**src/rtl/ag_seq_pkg.sv**
```systemverilog
// Shared definitions for the multi-beat AG address sequencer:
// access-size encodings, FSM state type and the size decode helper.
package ag_seq_pkg;

    localparam logic [1:0] SZ_BYTE  = 2'b00;
    localparam logic [1:0] SZ_WORD  = 2'b01;
    localparam logic [1:0] SZ_DWORD = 2'b10;
    localparam logic [1:0] SZ_QWORD = 2'b11;

    typedef enum logic [1:0] {
        ST_IDLE,
        ST_EMIT,
        ST_SPLIT2,
        ST_DRAIN
    } ag_state_e;

    function automatic logic [3:0] size_bytes(input logic [1:0] sz);
        logic [3:0] n;
        unique case (sz)
            SZ_BYTE:  n = 4'd1;
            SZ_WORD:  n = 4'd2;
            SZ_DWORD: n = 4'd4;
            SZ_QWORD: n = 4'd8;
        endcase
        return n;
    endfunction

endpackage

```
**src/rtl/ag_beat_calc.sv**
```systemverilog
// Per-element address math: linear address, line-split detection with the
// two beat halves, and the inclusive segment-limit check.
module ag_beat_calc
    import ag_seq_pkg::*;
#(
    parameter int ADDR_W     = 32,
    parameter int LINE_BYTES = 16
) (
    input  logic [ADDR_W-1:0] off,
    input  logic [ADDR_W-1:0] base,
    input  logic [ADDR_W-1:0] limit,
    input  logic [1:0]        size,
    output logic [ADDR_W-1:0] lin,
    output logic              split,
    output logic [3:0]        first_bytes,
    output logic [ADDR_W-1:0] sec_addr,
    output logic [3:0]        sec_bytes,
    output logic              fault
);

    localparam int LB_W = $clog2(LINE_BYTES);

    logic [3:0]        sz;
    logic [LB_W:0]     r_ext;
    logic [LB_W:0]     room;
    logic [ADDR_W:0]   end_off;

    assign sz    = size_bytes(size);
    assign lin   = base + off;
    assign r_ext = {1'b0, lin[LB_W-1:0]};
    assign room  = (LB_W+1)'(LINE_BYTES) - r_ext;

    // r + size stays below 2*LINE_BYTES because LINE_BYTES >= 8, so LB_W+1 bits suffice
    assign split       = (r_ext + (LB_W+1)'(sz)) > (LB_W+1)'(LINE_BYTES);
    assign first_bytes = split ? 4'(room) : sz;
    assign sec_addr    = lin + ADDR_W'(room);
    assign sec_bytes   = sz - first_bytes;

    // Last byte of the element, one extra bit to catch wrap past 2^ADDR_W
    assign end_off = {1'b0, off} + (ADDR_W+1)'(sz) - (ADDR_W+1)'(1);
    assign fault   = end_off[ADDR_W] | (end_off[ADDR_W-1:0] > limit);

endmodule

```
**src/rtl/address_generation_seq.sv**
```systemverilog
// Multi-beat AG sequencer: walks one descriptor element by element, splits
// line-crossing elements into two beats and aborts on a segment-limit fault.
module address_generation_seq
    import ag_seq_pkg::*;
#(
    parameter int ADDR_W     = 32,
    parameter int MAX_ELEMS  = 8,
    parameter int LINE_BYTES = 16,
    parameter int CNT_W      = $clog2(MAX_ELEMS+1)
) (
    input  logic              CLK,
    input  logic              RST,
    input  logic              FLUSH,
    input  logic              IN_V,
    output logic              IN_READY,
    input  logic [ADDR_W-1:0] IN_OFFSET,
    input  logic [ADDR_W-1:0] IN_SEG_BASE,
    input  logic [ADDR_W-1:0] IN_SEG_LIMIT,
    input  logic [1:0]        IN_DATA_SIZE,
    input  logic              IN_DIR,
    input  logic [CNT_W-1:0]  IN_COUNT,
    output logic              OUT_V,
    input  logic              OUT_READY,
    output logic [ADDR_W-1:0] OUT_ADDR,
    output logic [3:0]        OUT_BYTES,
    output logic [CNT_W-1:0]  OUT_IDX,
    output logic              OUT_HALF,
    output logic              OUT_LAST,
    output logic              OUT_EXC,
    output logic              BUSY
);

    ag_state_e         state;
    logic [ADDR_W-1:0] off_r, base_r, limit_r, sec_addr_r;
    logic [1:0]        size_r;
    logic              dir_r;
    logic [CNT_W-1:0]  count_r, idx_r;
    logic              split_r, last_elem_r;
    logic [3:0]        sec_bytes_r;

    logic              out_v_r, out_half_r, out_last_r, out_exc_r;
    logic [ADDR_W-1:0] out_addr_r;
    logic [3:0]        out_bytes_r;
    logic [CNT_W-1:0]  out_idx_r;

    logic              idle, xfer, load_next;
    logic [ADDR_W-1:0] step, c_off, c_base, c_limit;
    logic [1:0]        c_size;
    logic [CNT_W-1:0]  nxt_idx, c_count;
    logic              nxt_last;

    logic [ADDR_W-1:0] c_lin, c_sec_addr;
    logic              c_split, c_fault;
    logic [3:0]        c_first, c_sec_bytes;

    assign idle     = (state == ST_IDLE);
    assign xfer     = out_v_r & OUT_READY;
    assign IN_READY = idle & ~RST & ~FLUSH;
    assign BUSY     = ~idle;

    // In IDLE the calculator sees the incoming descriptor so element 0 is
    // ready one cycle after accept; otherwise it sees the next element.
    assign step    = ADDR_W'(size_bytes(size_r));
    assign c_off   = idle ? IN_OFFSET    : (dir_r ? off_r - step : off_r + step);
    assign c_base  = idle ? IN_SEG_BASE  : base_r;
    assign c_limit = idle ? IN_SEG_LIMIT : limit_r;
    assign c_size  = idle ? IN_DATA_SIZE : size_r;
    assign c_count = idle ? IN_COUNT     : count_r;
    assign nxt_idx = idle ? '0 : idx_r + CNT_W'(1);
    assign nxt_last = (nxt_idx == c_count - CNT_W'(1));

    ag_beat_calc #(
        .ADDR_W     (ADDR_W),
        .LINE_BYTES (LINE_BYTES)
    ) u_calc (
        .off         (c_off),
        .base        (c_base),
        .limit       (c_limit),
        .size        (c_size),
        .lin         (c_lin),
        .split       (c_split),
        .first_bytes (c_first),
        .sec_addr    (c_sec_addr),
        .sec_bytes   (c_sec_bytes),
        .fault       (c_fault)
    );

    always_comb begin
        load_next = 1'b0;
        unique case (state)
            ST_IDLE:   load_next = IN_V && (IN_COUNT != '0);
            ST_EMIT:   load_next = xfer && !split_r && !out_last_r;
            ST_SPLIT2: load_next = xfer && !out_last_r;
            default:   load_next = 1'b0;
        endcase
    end

    always_ff @(posedge CLK) begin
        if (RST) begin
            state       <= ST_IDLE;
            off_r       <= '0;
            base_r      <= '0;
            limit_r     <= '0;
            size_r      <= '0;
            dir_r       <= 1'b0;
            count_r     <= '0;
            idx_r       <= '0;
            split_r     <= 1'b0;
            last_elem_r <= 1'b0;
            sec_addr_r  <= '0;
            sec_bytes_r <= '0;
            out_v_r     <= 1'b0;
            out_addr_r  <= '0;
            out_bytes_r <= '0;
            out_idx_r   <= '0;
            out_half_r  <= 1'b0;
            out_last_r  <= 1'b0;
            out_exc_r   <= 1'b0;
        end else if (FLUSH) begin
            state      <= ST_IDLE;
            out_v_r    <= 1'b0;
            out_half_r <= 1'b0;
            out_last_r <= 1'b0;
            out_exc_r  <= 1'b0;
        end else begin
            if (idle && IN_V) begin
                base_r  <= IN_SEG_BASE;
                limit_r <= IN_SEG_LIMIT;
                size_r  <= IN_DATA_SIZE;
                dir_r   <= IN_DIR;
                count_r <= IN_COUNT;
            end
            if (load_next) begin
                off_r      <= c_off;
                idx_r      <= nxt_idx;
                out_v_r    <= 1'b1;
                out_addr_r <= c_lin;
                out_idx_r  <= nxt_idx;
                out_half_r <= 1'b0;
                if (c_fault) begin
                    out_exc_r   <= 1'b1;
                    out_last_r  <= 1'b1;
                    out_bytes_r <= '0;
                    state       <= ST_DRAIN;
                end else begin
                    out_exc_r   <= 1'b0;
                    out_bytes_r <= c_first;
                    out_last_r  <= nxt_last & ~c_split;
                    split_r     <= c_split;
                    last_elem_r <= nxt_last;
                    sec_addr_r  <= c_sec_addr;
                    sec_bytes_r <= c_sec_bytes;
                    state       <= ST_EMIT;
                end
            end else if (xfer) begin
                if (state == ST_EMIT && split_r) begin
                    state       <= ST_SPLIT2;
                    out_addr_r  <= sec_addr_r;
                    out_bytes_r <= sec_bytes_r;
                    out_half_r  <= 1'b1;
                    out_last_r  <= last_elem_r;
                end else begin
                    // only reached on a LAST or exception beat
                    state      <= ST_IDLE;
                    out_v_r    <= 1'b0;
                    out_half_r <= 1'b0;
                    out_last_r <= 1'b0;
                    out_exc_r  <= 1'b0;
                end
            end
        end
    end

    assign OUT_V     = out_v_r;
    assign OUT_ADDR  = out_addr_r;
    assign OUT_BYTES = out_bytes_r;
    assign OUT_IDX   = out_idx_r;
    assign OUT_HALF  = out_half_r;
    assign OUT_LAST  = out_last_r;
    assign OUT_EXC   = out_exc_r;

endmodule

```
**config.mk**
```make
export PLATFORM = sky130hd
export DESIGN_NAME = address_generation_seq
export DESIGN_NICKNAME = d
export VERILOG_FILES = /design/src/rtl/ag_seq_pkg.sv /design/src/rtl/ag_beat_calc.sv /design/src/rtl/address_generation_seq.sv
export SDC_FILE = /design/constraint.sdc
export NUM_CORES = 1
export LEC_CHECK = 0
export ABC_CLOCK_PERIOD_IN_PS = 24200
export BUFFER_PORTS_ARGS = -buffer_cell sky130_fd_sc_hd__buf_2
export CAP_MARGIN = 25
export CORE_ASPECT_RATIO = 1.1
export CORE_MARGIN = 4
export CORE_UTILIZATION = 40
export CTS_CLUSTER_DIAMETER = 120
export DETAILED_ROUTE_END_ITERATION = 10
export SLEW_MARGIN = 20
export SYNTH_ARGS = -nofsm -noshare
export SYNTH_HDL_FRONTEND = slang
export SYNTH_HIERARCHICAL = 1
export SYNTH_SLANG_ARGS = --single-unit
```
**constraint.sdc**
```tcl
create_clock -name CLK -period 24.2 [get_ports CLK]
set_input_delay 7.26 -clock CLK [delete_from_list [all_inputs] [get_ports CLK]]
set_output_delay 7.26 -clock CLK [all_outputs]
set_load 0.01 [all_outputs]
```
==> metrics.md <==
| Metric | Value |
|---|---|
| Syn Area/Cell | `7.469 sq um` |
| NetSw | `0.5933 mW` |
| Critical path type | `primary input to primary output` |
| Area growth, synth to finish | `11.13%` |
| Clock Power Share | `0.234` |
| Max stage delay on crit path | `0.67 ns` |
| Share of power burned in registers | `0.245` |
| I/O pin cnt | `154` |
| Flops & latches, synth | `187` |
| Worst clock skew | `0.01685 ns` |
| Startpoint types | `primary input` |
| Vias | `14.80k` |
| Global-route wire length before repair | `74.02 mm` |
| CTS Buf Count | `17` |
| Seq/Total Area, Yosys | `0.2380` |
| CP required | `16.94 ns` |
| Core area | `38,470 sq um` |
| Cell Area, Placed | `16,800 sq um` |
| CP max-delay cell | `buf_6` |
| RSZ-0062 raised after global routing | `no` |
| IO Port Bufs | `153` |
| Cell Chain, Critical Path | `buf_6, or2_2, nor2_1, buf_2` |
| Worst-Skew Late Latency | `0.48 ns` |
| Post-synth top flop | `dfxtp_1` |
| Total Routed Length | `46.60 mm` |
| RR Endpoint | `last_elem_r$_SDFFE_PP0P_` |
| Pwr Density | `80.75 nW/um^2` |
| Final TNS setup | `0 ns` |
| Crit path arrival time | `8.48 ns` |
| Vias/cell | `5.476` |
| Area of the multi-input gates | `11,020 sq um` |
| Hold violation count in the final report | `0` |
| Hold path depth | `2` |
| Register area | `3744 sq um` |
| Die width | `197.1 um` |
| Final period util | `0.6504` |
| Pre-CTS WS | `8.438 ns` |
| Clk slew on worst S/H paths | `0.06 ns` |
| Post-Layout Inst Area | `17,480 sq um` |
| Congestion Overflow GR | `0` |
| Vias in the first global route | `14.04k` |
| Max capacitance violation total | `0` |
| Max-slew violation count | `0` |
| Row cnt | `75` |
| Final-layout fill cell count | `3,977` |
| Post-route minimum period | `15.74 ns` |
| Count of different cell masters after synthesis | `103` |
| Post-synth EDFFs | `0` |
| R2R Setup Slk | `15.95 ns` |
| Ant diodes | `0` |
| Setup slack after layout | `8.462 ns` |
| Setup Viol. Count Final | `0` |
| Sw frac | `0.4203` |
| Worst rel slew slack | `0.3146` |
| Min-delay worst type | `flip-flop to flip-flop` |
| Status | `finished, final reports clean` |
| Drt first pass iters | `5` |
| Post-DP HPWL | `35.35 mm` |
| Drt wl/cell | `17.24 um` |
| Asr flop ratio synth | `0` |
| Die Area | `42,570 sq um` |
| Worst Setup End Kind | `primary output` |
| Global Route Usage Sum | `0.2151` |
| Worst VDD drop | `0.06135 mV` |
| Cells after Synth | `2,106` |
| FF-to-FF Start | `dir_r$_SDFFE_PP0P_` |
| Iter 0 DRT Violations | `947` |
| Worst reg2reg path depth | `37` |
| Antenna violations before repair | `0` |
| Htree depth | `4` |
| Synthesis warning total | `6` |
| Final antenna-violating net count | `0` |
| CTS tree | `done` |
| Comb power frac | `0.520` |
| Slew @ Worst Pin | `1.017 ns` |
| Fmax | `0.06354 GHz` |
| Layout cells sized above 1 | `0.1552` |
| Worst-case clock buffer depth | `2` |
| Root cell of the clock tree | `clkbuf_16` |
| Pint | `0.8183 mW` |
| WHS Endpoint | `base_r[27]$_SDFFE_PP0P_` |
| GPL Wtd Cong | `0.9202` |
| DIE HEIGHT | `216.0 um` |
| Nets | `2,450` |
| Synthesized area | `15,730 sq um` |
| Drt drc | `0` |
| Initial Util | `0.4088` |
| Crit-path max FO | `116` |
| Post-cts resize count | `0` |
| # clock sinks | `187` |
| Min-delay src | `base_r[27]$_SDFFE_PP0P_` |
| Setup Fix Bufs, Post-CTS | `0` |
| Post-CTS Hold Buffers | `0` |
| Largest net degree at the start of global routing | `117` |
| Pleak | `7.547 nW` |
-- cell usage after synthesis (22+ instances only) --
| cell type | count | area share |
|---|---|---|
| mux2_2 | 70 | 0.050 |
| nand3_1 | 44 | 0.014 |
| a311oi_1 | 35 | 0.019 |
| a21o_1 | 49 | 0.023 |
| ha_1 | 147 | 0.12 |
| nor3_1 | 30 | 0.0095 |
| xnor2_1 | 78 | 0.043 |
| nand2_1 | 412 | 0.098 |
| nor2_1 | 153 | 0.037 |
| o21ai_0 | 91 | 0.029 |
| clkbuf_1 | 85 | 0.020 |
| xor2_1 | 39 | 0.022 |
| nand2b_1 | 22 | 0.0087 |
| a21oi_1 | 232 | 0.074 |
| inv_1 | 120 | 0.029 |
| dfxtp_1 | 187 | 0.24 |
| nand4_1 | 26 | 0.010 |
-- layer usage --
layer	vias up	GRT usage	wire [um]
met1	6906	0.2956	21470
met4	0	0.06727	1062
li1	7513	-	-
met3	51	0.03010	2482
met2	331	0.3495	21590
met5	-	0	0
-- cell usage in the layout (no fill, tap or decap), types with 6 or more instances in the layout --
cell / instances
nand2_1: 412
a21oi_1: 232
dfxtp_1: 187
buf_2: 153
nor2_1: 150
ha_1: 146
inv_1: 120
o21ai_0: 91
xnor2_1: 78
mux2_2: 70
a21o_1: 49
nand3_1: 44
xor2_1: 39
a311oi_1: 35
nor3_1: 30
nand4_1: 26
buf_4: 24
nand2b_1: 22
a211oi_1: 17
clkbuf_16: 17
o21a_1: 16
nor2b_1: 11
o21bai_1: 10
a31oi_1: 10
and2_1: 9
and3_1: 8
nor4_1: 8
o211ai_1: 7
mux2i_1: 7
nor3b_1: 7
nand3b_1: 7
a21boi_0: 6
o21ai_1: 6
or2_2: 6
-- through the flow --
| step | hold slack (ns) | cells | util | total power, mW |
|---|---|---|---|---|
| 4_1_cts | 0.4562 | 2702 | 0.4542 | 1.418 |
| 6_report | 0.4544 | 2703 | 0.4543 | 1.412 |
| 5_1_grt | 0.4709 | 2703 | 0.4543 | 1.518 |
| 3_5_place_dp | 0.4465 | 2670 | 0.4366 | 1.082 |
| 3_3_place_gp | 0.4388 | 2670 | 0.4366 | 1.069 |
| 2_1_floorplan | 0.4338 | 2107 | - | 0.9117 |
-- worst max path at each step --
stage	slack, ns	end	startpoint	depth (start not counted)
after floorplan	8.98	IN_READY	RST	4
after global placement	8.45	IN_READY	RST	4
after detailed placement	8.44	IN_READY	RST	4
after CTS	8.44	IN_READY	RST	4
after global routing	8.34	IN_READY	RST	4
final	8.46	IN_READY	RST	4
-- registers in the layout (all words and copies together), names as in the netlist, 2 cells and up --
register and cells:
OUT_ADDR 32, base_r 32, limit_r 32, off_r 32
sec_addr_r 32, OUT_BYTES 4, OUT_IDX 4, count_r 4
sec_bytes_r 4, size_r 2, state 2
-- power groups by stage --
stage	Clock (mW)	Combinational (mW)	Sequential, mW
3_3_place_gp	0	0.716	0.353
5_1_grt	0.348	0.820	0.349
3_5_place_dp	0	0.728	0.353
2_1_floorplan	0	0.558	0.354
4_1_cts	0.338	0.733	0.346
6_report	0.331	0.735	0.346
-- kinds of logic after synthesis --
logic type	share of synthesized area
simple gates	0.2224
compound gates	0.2273
buf+inv	0.06491
flops	0.2380
fa+ha+maj	0.1233
xor+xnor	0.06928
mux	0.05457
other cells	0.0002384
-- area by class of cell --
| cell class | instances | share of cell area |
|---|---|---|
| clock inverter | 13 | 0.01281 |
| multi-input combinational | 1683 | 0.6302 |
| tap | 500 | 0.03579 |
| sequential | 187 | 0.2142 |
| inverter | 123 | 0.02641 |
| timing repair buffer | 178 | 0.05476 |
| clock buffer | 19 | 0.02591 |
-- worst max-delay path: cells and delay by family --
family | cells | cell delay, ns
AND/OR/NAND/NOR | 2 | 0.37
buffers and inverters | 2 | 0.82
Power figures use the tool's default switching activity.
